[config.mk]
export PLATFORM = sky130hd
export DESIGN_NAME = rule110_seed_loader
export DESIGN_NICKNAME = d
export VERILOG_FILES = /design/src/rtl/rule110_seed_loader.sv
export SDC_FILE = /design/constraint.sdc
export NUM_CORES = 1
export LEC_CHECK = 0
export BUFFER_PORTS_ARGS = -buffer_cell sky130_fd_sc_hd__buf_2
export CAP_MARGIN = 30
export CORE_ASPECT_RATIO = 1.4
export CORE_MARGIN = 10
export CORE_UTILIZATION = 45
export DETAILED_ROUTE_END_ITERATION = 10
export PLACE_DENSITY = 0.72
export SLEW_MARGIN = 20
export SYNTH_ARGS = -nofsm -noshare
export SYNTH_HDL_FRONTEND = slang
export SYNTH_SLANG_ARGS = --single-unit
[constraint.sdc]
create_clock -name clk -period 1.75 [get_ports clk]
set_clock_uncertainty 0.15 [all_clocks]
set_input_delay 0.35 -clock clk [delete_from_list [all_inputs] [get_ports clk]]
set_output_delay 0.35 -clock clk [all_outputs]
set_load 0.02 [all_outputs]
[src/rtl/rule110_seed_loader.sv]
`default_nettype none
// ============================================================================
// Module   : rule110_seed_loader
// Purpose  : Assembles a 256-bit generation-0 row for a rule-110 stepper,
//            either from 32 seed bytes shifted in MSB-first or, optionally,
//            from 16 words of a 16-bit Fibonacci LFSR. The finished row is
//            offered downstream with a valid/ready handshake.
// Config   : RULE110_SEED_LFSR_EN - when defined, enables the pseudo-random
//            fill path (RAND state and LFSR). Undefined by default, in which
//            case rand_start is accepted but has no effect.
// Revision : 1.0 - initial release
// ============================================================================
module rule110_seed_loader (
   input  logic         clk,
   input  logic         rst_n,
   input  logic         ena,
   input  logic [7:0]   din,
   input  logic         din_valid,
   output logic         din_ready,
   input  logic         flush,
   input  logic         rand_start,
   output logic [255:0] seed,
   output logic         seed_valid,
   input  logic         seed_ready,
   output logic [5:0]   fill_count
);

   typedef enum logic [1:0] {
      IDLE = 2'd0,
      FILL = 2'd1,
      RAND = 2'd2,
      FULL = 2'd3
   } state_t;

   localparam logic [5:0] BYTES_PER_SEED = 6'd32;
   localparam logic [5:0] LAST_BYTE_CNT  = BYTES_PER_SEED - 6'd1;

   state_t         state_q,      state_d;
   logic [255:0]   seed_q,       seed_d;
   logic [5:0]     fill_count_q, fill_count_d;

   logic           rand_go_w;
   logic           accept_w;
   logic           xfer_w;

`ifdef RULE110_SEED_LFSR_EN
   localparam logic [15:0] LFSR_SEED     = 16'hACE1;
   localparam logic [5:0]  LAST_WORD_CNT = BYTES_PER_SEED - 6'd2;

   logic [15:0]    lfsr_q, lfsr_d;
   logic           lfsr_fb_w;

   // Taps 16,14,13,11 give a maximal-length sequence.
   assign lfsr_fb_w = lfsr_q[15] ^ lfsr_q[13] ^ lfsr_q[12] ^ lfsr_q[10];

   // A random request only counts when the loader is idle.
   assign rand_go_w = (state_q == IDLE) & rand_start;
`else
   logic           unused_rand_start;

   // Port is kept for pin compatibility; the random path is not built.
   assign unused_rand_start = rand_start;
   assign rand_go_w         = 1'b0;
`endif

   // Byte intake is open only in IDLE/FILL, never during flush, and never
   // when a random load is about to win the cycle. Held low during reset.
   assign din_ready = rst_n & ena & ~flush
                    & ((state_q == IDLE) | (state_q == FILL))
                    & ~rand_go_w;

   assign seed_valid = ena & (state_q == FULL);

   assign accept_w = din_valid & din_ready;
   assign xfer_w   = seed_valid & seed_ready;

   assign seed       = seed_q;
   assign fill_count = fill_count_q;

   // Next-state and datapath: flush wins over every other activity; with ena
   // low nothing changes at all.
   always_comb begin
      state_d      = state_q;
      seed_d       = seed_q;
      fill_count_d = fill_count_q;
`ifdef RULE110_SEED_LFSR_EN
      lfsr_d       = lfsr_q;
`endif

      if (ena) begin
         if (flush) begin
            state_d      = IDLE;
            seed_d       = '0;
            fill_count_d = '0;
         end else begin
            case (state_q)
               IDLE: begin
                  if (rand_go_w) begin
                     state_d = RAND;
                  end else if (accept_w) begin
                     seed_d       = {seed_q[247:0], din};
                     fill_count_d = fill_count_q + 6'd1;
                     state_d      = FILL;
                  end
               end

               FILL: begin
                  if (accept_w) begin
                     seed_d       = {seed_q[247:0], din};
                     fill_count_d = fill_count_q + 6'd1;
                     if (fill_count_q == LAST_BYTE_CNT) begin
                        state_d = FULL;
                     end
                  end
               end

               RAND: begin
`ifdef RULE110_SEED_LFSR_EN
                  // Current word is consumed first, then the LFSR steps.
                  seed_d       = {seed_q[239:0], lfsr_q};
                  fill_count_d = fill_count_q + 6'd2;
                  lfsr_d       = {lfsr_q[14:0], lfsr_fb_w};
                  if (fill_count_q == LAST_WORD_CNT) begin
                     state_d = FULL;
                  end
`else
                  // Unreachable without the random path; recover to IDLE.
                  state_d      = IDLE;
                  fill_count_d = '0;
`endif
               end

               FULL: begin
                  // Seed value is kept after hand-off; only the count clears.
                  if (xfer_w) begin
                     state_d      = IDLE;
                     fill_count_d = '0;
                  end
               end

               default: begin
                  state_d      = IDLE;
                  fill_count_d = '0;
               end
            endcase
         end
      end
   end

   // State registers with synchronous active-low reset.
   always_ff @(posedge clk) begin
      if (!rst_n) begin
         state_q      <= IDLE;
         seed_q       <= '0;
         fill_count_q <= '0;
      end else begin
         state_q      <= state_d;
         seed_q       <= seed_d;
         fill_count_q <= fill_count_d;
      end
   end

`ifdef RULE110_SEED_LFSR_EN
   // LFSR register; reseeded only by reset, free across successive loads.
   always_ff @(posedge clk) begin
      if (!rst_n) begin
         lfsr_q <= LFSR_SEED;
      end else begin
         lfsr_q <= lfsr_d;
      end
   end
`endif

endmodule

`default_nettype wire

==> flow_summary.ini, run 1 <==
[grt]
grt_overflow_total = 0
grt_use_total_pct = 19.3
grt_pass1_wl_um = 49300
grt_max_degree = 257
grt_pass1_vias = 8815
grt_antenna_before_repair = 0

[setup_path]
cp-end-kind = output pin
rr_worst_depth = 7
critPathRequiredTime_ps = 1250
crit_end = din_ready
reg2reg_slack_ps = -50
worstSetupStartpointType = flop
criticalPathCategory = flop to output pin
crit_arrival_ps = 1390
rr_endpoint = seed[71]$_SDFFE_PN0P_
rr_startpoint = state_q[1]$_SDFFE_PN0P_
cp_max_fo = 5
crit_start = state_q[1]$_SDFFE_PN0P_

[pwr]
leakage_uw = 0.00636
cellPowerDensity_nw_per_um2 = 828
vdd_drop_max_mv = 0.638
p_total_uw = 12900

[die]
die_w_um = 151
die-area_um2 = 30900
die-height_um = 204
core-area_um2 = 23900
start_util_pct = 45.5
ios = 279
num_rows = 67

[clock_network]
clkSlewWorstSetupHoldPaths_ps = 70
cts_tree = yes
insertion_delay_ps = 520
cts_num_sinks = 264
clockBufferDepth = 3
cts_buffers = 26
htreeDepth = 1
clockRootBuffer = clkbuf_16

[routing]
vias_per_cell = 5.40
drcViolationCount = 0
via_count = 9907
ant_nets = 0
wl_per_cell_um = 20.1
firstDrtPassIters = 5
routed_wl_um = 36800
drt_iter0_drc = 526

[placed_design]
hpwl_um = 21000
gp_congestion = 0.817
port-buffer-count = 277
detailed_place.area_um2 = 12900

[logic_synthesis]
synthArstFlopShare_pct = 0
synth.cell_area_um2 = 10900
synth-edff-count = 0
synth_top_flop_cell = dfxtp_1
syn_area_per_cell_um2 = 9.12
yosysUniqueCellTypes = 28
synth_warnings = 0
yosysSeqAreaShare_pct = 48.6
ys_seq_elements = 264
synth_cells = 1192
synth_nets = 1208

[timing]
layout_setup_ws_ps = -136
finalSetupViolCount = 16
tightest_slew_ps = 1030
finalWorstPathRequiredPeriod_ps = 1890
fmax_mhz = 530
grt_setup_unrepaired = true
fin_crit_sh_pct = 108
finalSetupTns_ps = -355
drv_slew = 0
slew_headroom_pct = 31.1
hold_viol = 0

[min_path]
hold_path_depth = 4
hold_path_class = input port to flop
min_from = rst_n

[finish]
multi_input_area_um2 = 5470
fin_util_pct = 65.3
final_cell_mix = buf_2, dfxtp_1, nand3b_1
mostFrequentLayoutCell = buf_2
fin_nets = 1526
nFillCells = 1924
final-seq-area_um2 = 5290
area_delta_synth_final_pct = 43.4
finalInstanceArea_um2 = 15600
drive_above_1_share_pct = 33.9

[job]
maxCapViolCount = 0

[outcome]
failed_checks = setup timing
status = finished, violations left
[final cells by class]
cell class,count,share of cell area (%)
antenna,1,0.0160
clock buffer,41,4.99
multi-input combinational,812,35.0
inverter,3,0.0722
clock inverter,1,0.193
timing repair buffer,403,23.3
tap,310,2.49
sequential,264,33.9
[power breakdown]
| part | internal [µW] | total (µW) | switching (µW) |
|---|---|---|---|
| Clock | 3160 | 5450 | 2290 |
| Sequential | 6020 | 6030 | 14.0 |
| Combinational | 774 | 1430 | 656 |
[worst max-delay path, stage by stage (launching register included)]
cell	delay (ps)
dfxtp_4	360
nor3b_4	200
and2_4	190
buf_6	110
[kinds of logic (layout without fill, tap and decap cells)]
logic type / count (synthesis) / count (layout) / synth area share (%)
AOI/OAI and AO/OA: 275 / 276 / 18.7
adders and majority gates: 1 / 1 / 0.115
buffers and inverters: 117 / 448 / 4.75
DFF: 264 / 264 / 48.6
other: 0 / 1 / 0
and+or+nand+nor: 535 / 535 / 27.8
[how the worst min path moves through the flow]
stage	end	slack [ps]
floorplan	state_q[0]$_SDFFE_PN0P_	290
global placement	seed[253]$_SDFFE_PN0P_	300
detailed placement	seed[248]$_SDFFE_PN0P_	310
CTS	seed[4]$_SDFFE_PN0P_	10
global route	fill_count[5]$_SDFFE_PN0P_	120
finish	fill_count[5]$_SDFFE_PN0P_	110
[layer usage]
metal  track usage [%]  routed length [µm]  vias up
met4              4.48                 874        0
met5                 0                   0        -
li1                  -                   -     4738
met2              30.6               17400      382
met1              24.9               14800     4731
met3              6.40                3670       56
[registers in the layout (all words and copies together) (netlist names)]
name	count
state_q	2
fill_count	6
seed	256
[Yosys cell counts, types with 2 or more instances]
cell type  instances  area share (%)
dfxtp_1          264              49
nand2_1          261             9.0
a21boi_0         257              18
nand3b_1         256              18
clkbuf_1          57             2.0
buf_2             56             2.6
a21oi_1            6            0.28
nand3_1            4            0.18
o21ai_0            4            0.18
inv_1              3            0.10
o21a_1             3            0.21
or3_1              3            0.17
and3_1             2            0.12
o21ai_1            2           0.092
[timing repair]
item | in CTS | in global routing
pin swaps | 3 | 177
hold buffers | 8 | 1
gates cloned | 6 | 47
hold endpoints to repair | 8 | 1
buffers inserted | 5 | 5
setup endpoints to repair | 54 | 191
resized for setup | 21 | 395
[metrics by stage]
| step | hold WS [ps] | cells | worst slack (ps) |
|---|---|---|---|
| after global routing | 123 | 1834 | -197 |
| after global placement | 299 | 1722 | -66.1 |
| after floorplan | 293 | 1192 | 10.4 |
| after CTS | 14.2 | 1783 | -144 |
| after detailed placement | 307 | 1722 | -97.6 |
| final | 110 | 1835 | -136 |
Power figures use the tool's default switching activity.
==> run 2: changes to the inputs <==
ABC_AREA = 1   (was not set)
PLACE_DENSITY = 0.71   (was 0.72)
SETUP_SLACK_MARGIN = 0.05   (was not set)
==> run 2 against run 1 <==
The run still ends with setup timing left; final cell count is 33% higher; die area increased by 9.6%; critical path depth increased by 2; worst setup slack gained 6.8 ps; area after synthesis rose by 11%; power is 27% higher; synthesized cell count up 54%; first-iteration DRC count rose by 53%; clock power grew 21%; design area increased by 2.0%; core utilization shrank 4.7 points; sequential power grew 11%; largest cell class unchanged.
==> flow_summary.ini, run 2 <==
[setup_path]
reg2reg_slack_ps = -100
rr_startpoint = state_q[1]$_SDFFE_PN0P_
worstSetupStartpointType = flop
crit_arrival_ps = 1380
rr_worst_depth = 10
criticalPathCategory = flop to output pin
critPathRequiredTime_ps = 1250
rr_endpoint = seed[186]$_SDFFE_PN0P_
cp-end-kind = output pin
cp_max_fo = 3

[logic_synthesis]
synth_area_leaders = dfxtp_1, nand2_1, nor2_1, a21oi_1, nand3_1
yosysTopAreaCellShare_pct = 43.8
synth_nets = 1852
synth_top_family_by_area = simple AND/OR/NAND/NOR gates
synth-adder-area-share_pct = 0.104
synthMuxAreaShare_pct = 0
synth-edff-count = 0
synth_warnings = 0
yosysMostFrequentCell = nand2_1
synth_top_flop_cell = dfxtp_1
yosysUniqueCellTypes = 22
synth_compound_area_share_pct = 9.60
synth_top_area_cell = dfxtp_1
yosys.area_share.simple_pct = 36.8
synthTopCellsByCount = nand2_1, nor2_1, dfxtp_1
ys_seq_elements = 264
synth_xor_area_share_pct = 0
yosysSeqAreaShare_pct = 43.8
synthArstFlopShare_pct = 0
syn_area_per_cell_um2 = 6.57
synth_cells = 1836
synth.cell_area_um2 = 12100

[pwr]
p_total_uw = 16300
cellPowerDensity_nw_per_um2 = 1030
vdd_drop_max_mv = 0.740
leakage_uw = 0.00776

[timing]
finalWorstPathRequiredPeriod_ps = 1880
drv_slew = 0
finalSetupViolCount = 117
fin_crit_sh_pct = 107
grt_setup_unrepaired = true
hold_viol = 0
slew_headroom_pct = 69.2
layout_setup_ws_ps = -129
fmax_mhz = 532
finalSetupTns_ps = -3530
tightest_slew_ps = 463

[grt]
grt_pass1_wl_um = 56200
grt_max_degree = 91
grt_overflow_total = 0
grt_antenna_before_repair = 0
grt_pass1_vias = 11000
grt_use_total_pct = 19.9

[clock_network]
clkSlewWorstSetupHoldPaths_ps = 60
clockRootBuffer = clkbuf_16
cts_num_sinks = 264
htreeDepth = 1
clockBufferDepth = 3
insertion_delay_ps = 540
cts_buffers = 28
cts_tree = yes

[routing]
ant_nets = 0
vias_per_cell = 5.18
wl_met2_um = 19500
wl_met1_um = 15800
dr.max_layer_used = met4
firstDrtPassIters = 5
drt_iter0_drc = 805
wl_met3_um = 3430
routed_wl_um = 39600
via_count = 12600
drcViolationCount = 0
wl_per_cell_um = 16.2

[min_path]
hold_path_depth = 5
holdPathEnd = seed[3]$_SDFFE_PN0P_
hold_path_class = input port to flop
min_from = din[3]

[die]
start_util_pct = 45.9
ios = 279
die-area_um2 = 33800
die_w_um = 158
die-height_um = 214
core-area_um2 = 26300
num_rows = 70

[finish]
fin_nets = 2107
drive_above_1_share_pct = 20.7
final_cell_mix = nand2_1, nor2_1, buf_2
fin_util_pct = 60.5
finalInstanceArea_um2 = 15900
area_delta_synth_final_pct = 31.9
num_antenna_cells = 0
largest_reg_flops = 256
mostFrequentLayoutCell = nand2_1
layout.cells.non_filler = 2434

[placed_design]
detailed_place.area_um2 = 13800
hpwl_um = 23700
gp_congestion = 0.828
dp.cells = 2333
port-buffer-count = 277

[outcome]
status = finished, violations left
failed_checks = setup timing

[job]
maxCapViolCount = 0
==> run 2: cell types whose count changed after synthesis, sizes merged, moves of 34 or more <==
cell / delta
nor2: +337
nand2: +271
a21boi: -257
nand3b: -256
nand3: +222
a21oi: +221
inv: +75
buf: +34
==> run 2: layout make-up <==
type / instances / area [µm²]
inverters: 78 / 300
repair buffers: 388 / 3240
multi-input cells: 1331 / 5660
fillers: 2398 / 10400
flip-flops and latches: 264 / 5290
clock inverters: 9 / 195
well taps: 324 / 405
clock buffers: 40 / 817
==> run 2: kinds of logic (layout without fill, tap and decap cells) <==
logic type	Yosys count	in the layout
AO/OA/AOI/OAI	230	230
flip-flops	264	264
buffers and inverters	242	515
adder cells (fa/ha/maj)	1	1
AND/OR/NAND/NOR	1099	1100
==> run 2: per-stage QoR <==
| stage | setup WS (ps) | hold slack [ps] |
|---|---|---|
| after floorplan | 53.5 | 313 |
| after global placement | -19.3 | 309 |
| after detailed placement | -83.1 | 327 |
| after CTS | -133 | 9.26 |
| after global routing | -177 | 40.2 |
| final | -129 | 30.0 |
==> run 2: worst max path at each step <==
stage | start | cells past startpoint | to
6_report | state_q[1]$_SDFFE_PN0P_ | 5 | din_ready
2_1_floorplan | ena | 5 | seed_valid
3_5_place_dp | flush | 9 | fill_count[5]$_SDFFE_PN0P_
3_3_place_gp | flush | 9 | fill_count[5]$_SDFFE_PN0P_
5_1_grt | state_q[1]$_SDFFE_PN0P_ | 5 | din_ready
4_1_cts | state_q[1]$_SDFFE_PN0P_ | 5 | din_ready
==> run 2: repair_timing <==
action,4_1_cts,5_1_grt
pin swaps,2,6
setup endpoints to repair,2,202
resized for setup,9,37
endpoints found under the hold margin,8,0
hold buffers,6,0
cloned,0,34
setup buffers,3,9
==> run 2: worst max-delay path: stages (launching register included) <==
cell and delay, ps:
dfxtp_2 350, nor2_4 100, buf_6 110, inv_4 30
nor3_4 110, buf_6 140
==> run 2: routing by layer <==
metal	vias up	track usage [%]
li1	6311	-
met1	5854	24.0
met4	0	5.76
met3	59	6.18
met5	-	0
met2	394	33.2
==> run 2: power by group <==
part / total [µW] / internal [µW] / switching [µW]
combinational: 3050 / 1170 / 1880
clock: 6580 / 4100 / 2480
sequential: 6710 / 6400 / 313
==> run 3: changes to the inputs <==
TNS_END_PERCENT = 10   (was not set)
==> run 3 against run 2 <==
The run still ends with setup timing left; via count decreased by 1.9%; register-to-register slack improved by 30 ps; first-iteration DRC count decreased by 11%; combinational power decreased by 5%; hold slack got worse by 11 ps; die area unchanged; fmax about the same; wire length decreased by 4.6%; power decreased by 0.95%; clock-buffer cell count unchanged.
==> flow_summary.ini, run 3 (synthesis results as in run 2) <==
[timing]
layout_setup_ws_ps = -129
tightest_slew_ps = 494
finalSetupTns_ps = -1580
fin_crit_sh_pct = 107
slew_headroom_pct = 67.1
finalWorstPathRequiredPeriod_ps = 1880
finalSetupViolCount = 70
hold_viol = 0
drv_slew = 0
grt_setup_unrepaired = true
fin_hold_ws_ps = 18.8
fmax_mhz = 532

[routing]
firstDrtPassIters = 5
drcViolationCount = 0
wl_per_cell_um = 15.6
vias_per_cell = 5.13
ant_nets = 0
routed_wl_um = 37700
via_count = 12400
drt_iter0_drc = 718

[finish]
area_delta_synth_final_pct = 28.5
drive_above_1_share_pct = 20.1
finalInstanceArea_um2 = 15500
num_antenna_cells = 0
final_cell_mix = nand2_1, nor2_1, buf_2
fin_nets = 2087
mostFrequentLayoutCell = nand2_1
fin_util_pct = 59.0
nFillCells = 2451
layout.cells.non_filler = 2414
largest_reg_flops = 256

[setup_path]
cpMostUsedCell = buf_6
reg2reg_slack_ps = -70
crit_start = state_q[1]$_SDFFE_PN0P_
criticalPathCategory = flop to output pin
worstSetupStartpointType = flop
cp_num_buf_inv = 3
path_depth = 5
crit_arrival_ps = 1380
rr_startpoint = state_q[1]$_SDFFE_PN0P_
critPathSlowestCell = dfxtp_2
path_cells = nor2_4, buf_6, inv_4, nor3_4, buf_6
crit_end = din_ready
cp_max_fo = 3
cp-end-kind = output pin
rr_worst_depth = 10
crit_family = flip-flops
cp_slowest_stage_delay_ps = 340
critPathRequiredTime_ps = 1250
rr_endpoint = seed[186]$_SDFFE_PN0P_

[min_path]
hold_path_class = input port to flop
hold_path_depth = 5
min_from = din[0]

[pwr]
leakage_uw = 0.00755
vdd_drop_max_mv = 0.748
cellPowerDensity_nw_per_um2 = 1040

[die]
die_w_um = 158
core-area_um2 = 26300
ios = 279
die-height_um = 214
start_util_pct = 45.9
die-area_um2 = 33800
num_rows = 70

[outcome]
status = finished, violations left
failed_checks = setup timing

[clock_network]
insertion_delay_ps = 540
clkSlewWorstSetupHoldPaths_ps = 60
cts_tree = yes
htreeDepth = 1
clockBufferDepth = 3
clockRootBuffer = clkbuf_16
cts_buffers = 28
cts_num_sinks = 264

[grt]
grt_antenna_before_repair = 0
use_met1_pct = 24.0
grt_busiest_layer = met2
grt_use_total_pct = 19.9
grt_overflow_total = 0
use_met3_pct = 6.18
met2_usage_pct = 33.2
grt_pass1_vias = 11000
grt_pass1_wl_um = 56200
grt_max_degree = 91

[placed_design]
detailed_place.area_um2 = 13800
gp_congestion = 0.828
dp.cells = 2333
port-buffer-count = 277
hpwl_um = 23700

[job]
maxCapViolCount = 0
## run 3: final cells by class
class	instances	area, µm²	share of cell area, %
Inverter	78	300	1.94
Clock buffer	40	817	5.27
Clock inverter	9	195	1.26
Tap cell	324	405	2.62
Timing Repair Buffer	368	2810	18.2
Multi-Input combinational cell	1331	5680	36.6
Sequential cell	264	5290	34.1
## run 3: worst min path at each step
stage	slack, ps	endpoint
5_1_grt	40	seed[0]$_SDFFE_PN0P_
2_1_floorplan	310	state_q[0]$_SDFFE_PN0P_
6_report	20	seed[0]$_SDFFE_PN0P_
3_5_place_dp	330	seed[250]$_SDFFE_PN0P_
4_1_cts	9	seed[0]$_SDFFE_PN0P_
3_3_place_gp	310	seed[250]$_SDFFE_PN0P_
## run 3: where the power goes
part / total (µW) / internal (µW) / switching (µW)
Combinational: 2900 / 1080 / 1830
Sequential: 6710 / 6400 / 312
Clock: 6570 / 4100 / 2470
Total: 16200 / 11600 / 4610
## run 3: tightest hold or removal path: cells and delay by family
family                 cells  cell delay [ps]
buffers and inverters      1               80
AND/OR/NAND/NOR            4              250
## run 3: routing by layer
metal,part of all wire (%),up-vias
met2,49,374
met5,0,-
met4,2.1,0
met3,8.4,50
li1,-,6264
met1,41,5689
## run 3: repair_timing
item	4_1_cts	5_1_grt
cloned	0	16
gates resized for setup	9	34
pin swaps	2	9
hold endpoints to repair	8	0
endpoints found under the setup margin	2	202
hold buffers	6	0
setup buffers	3	7
## run 3: stage by stage
step / power [µW] / setup WS (ps)
4_1_cts: 16100 / -133
3_3_place_gp: 9480 / -19.3
5_1_grt: 16900 / -177
3_5_place_dp: 9530 / -83.1
2_1_floorplan: 8660 / 53.5
6_report: 16200 / -129
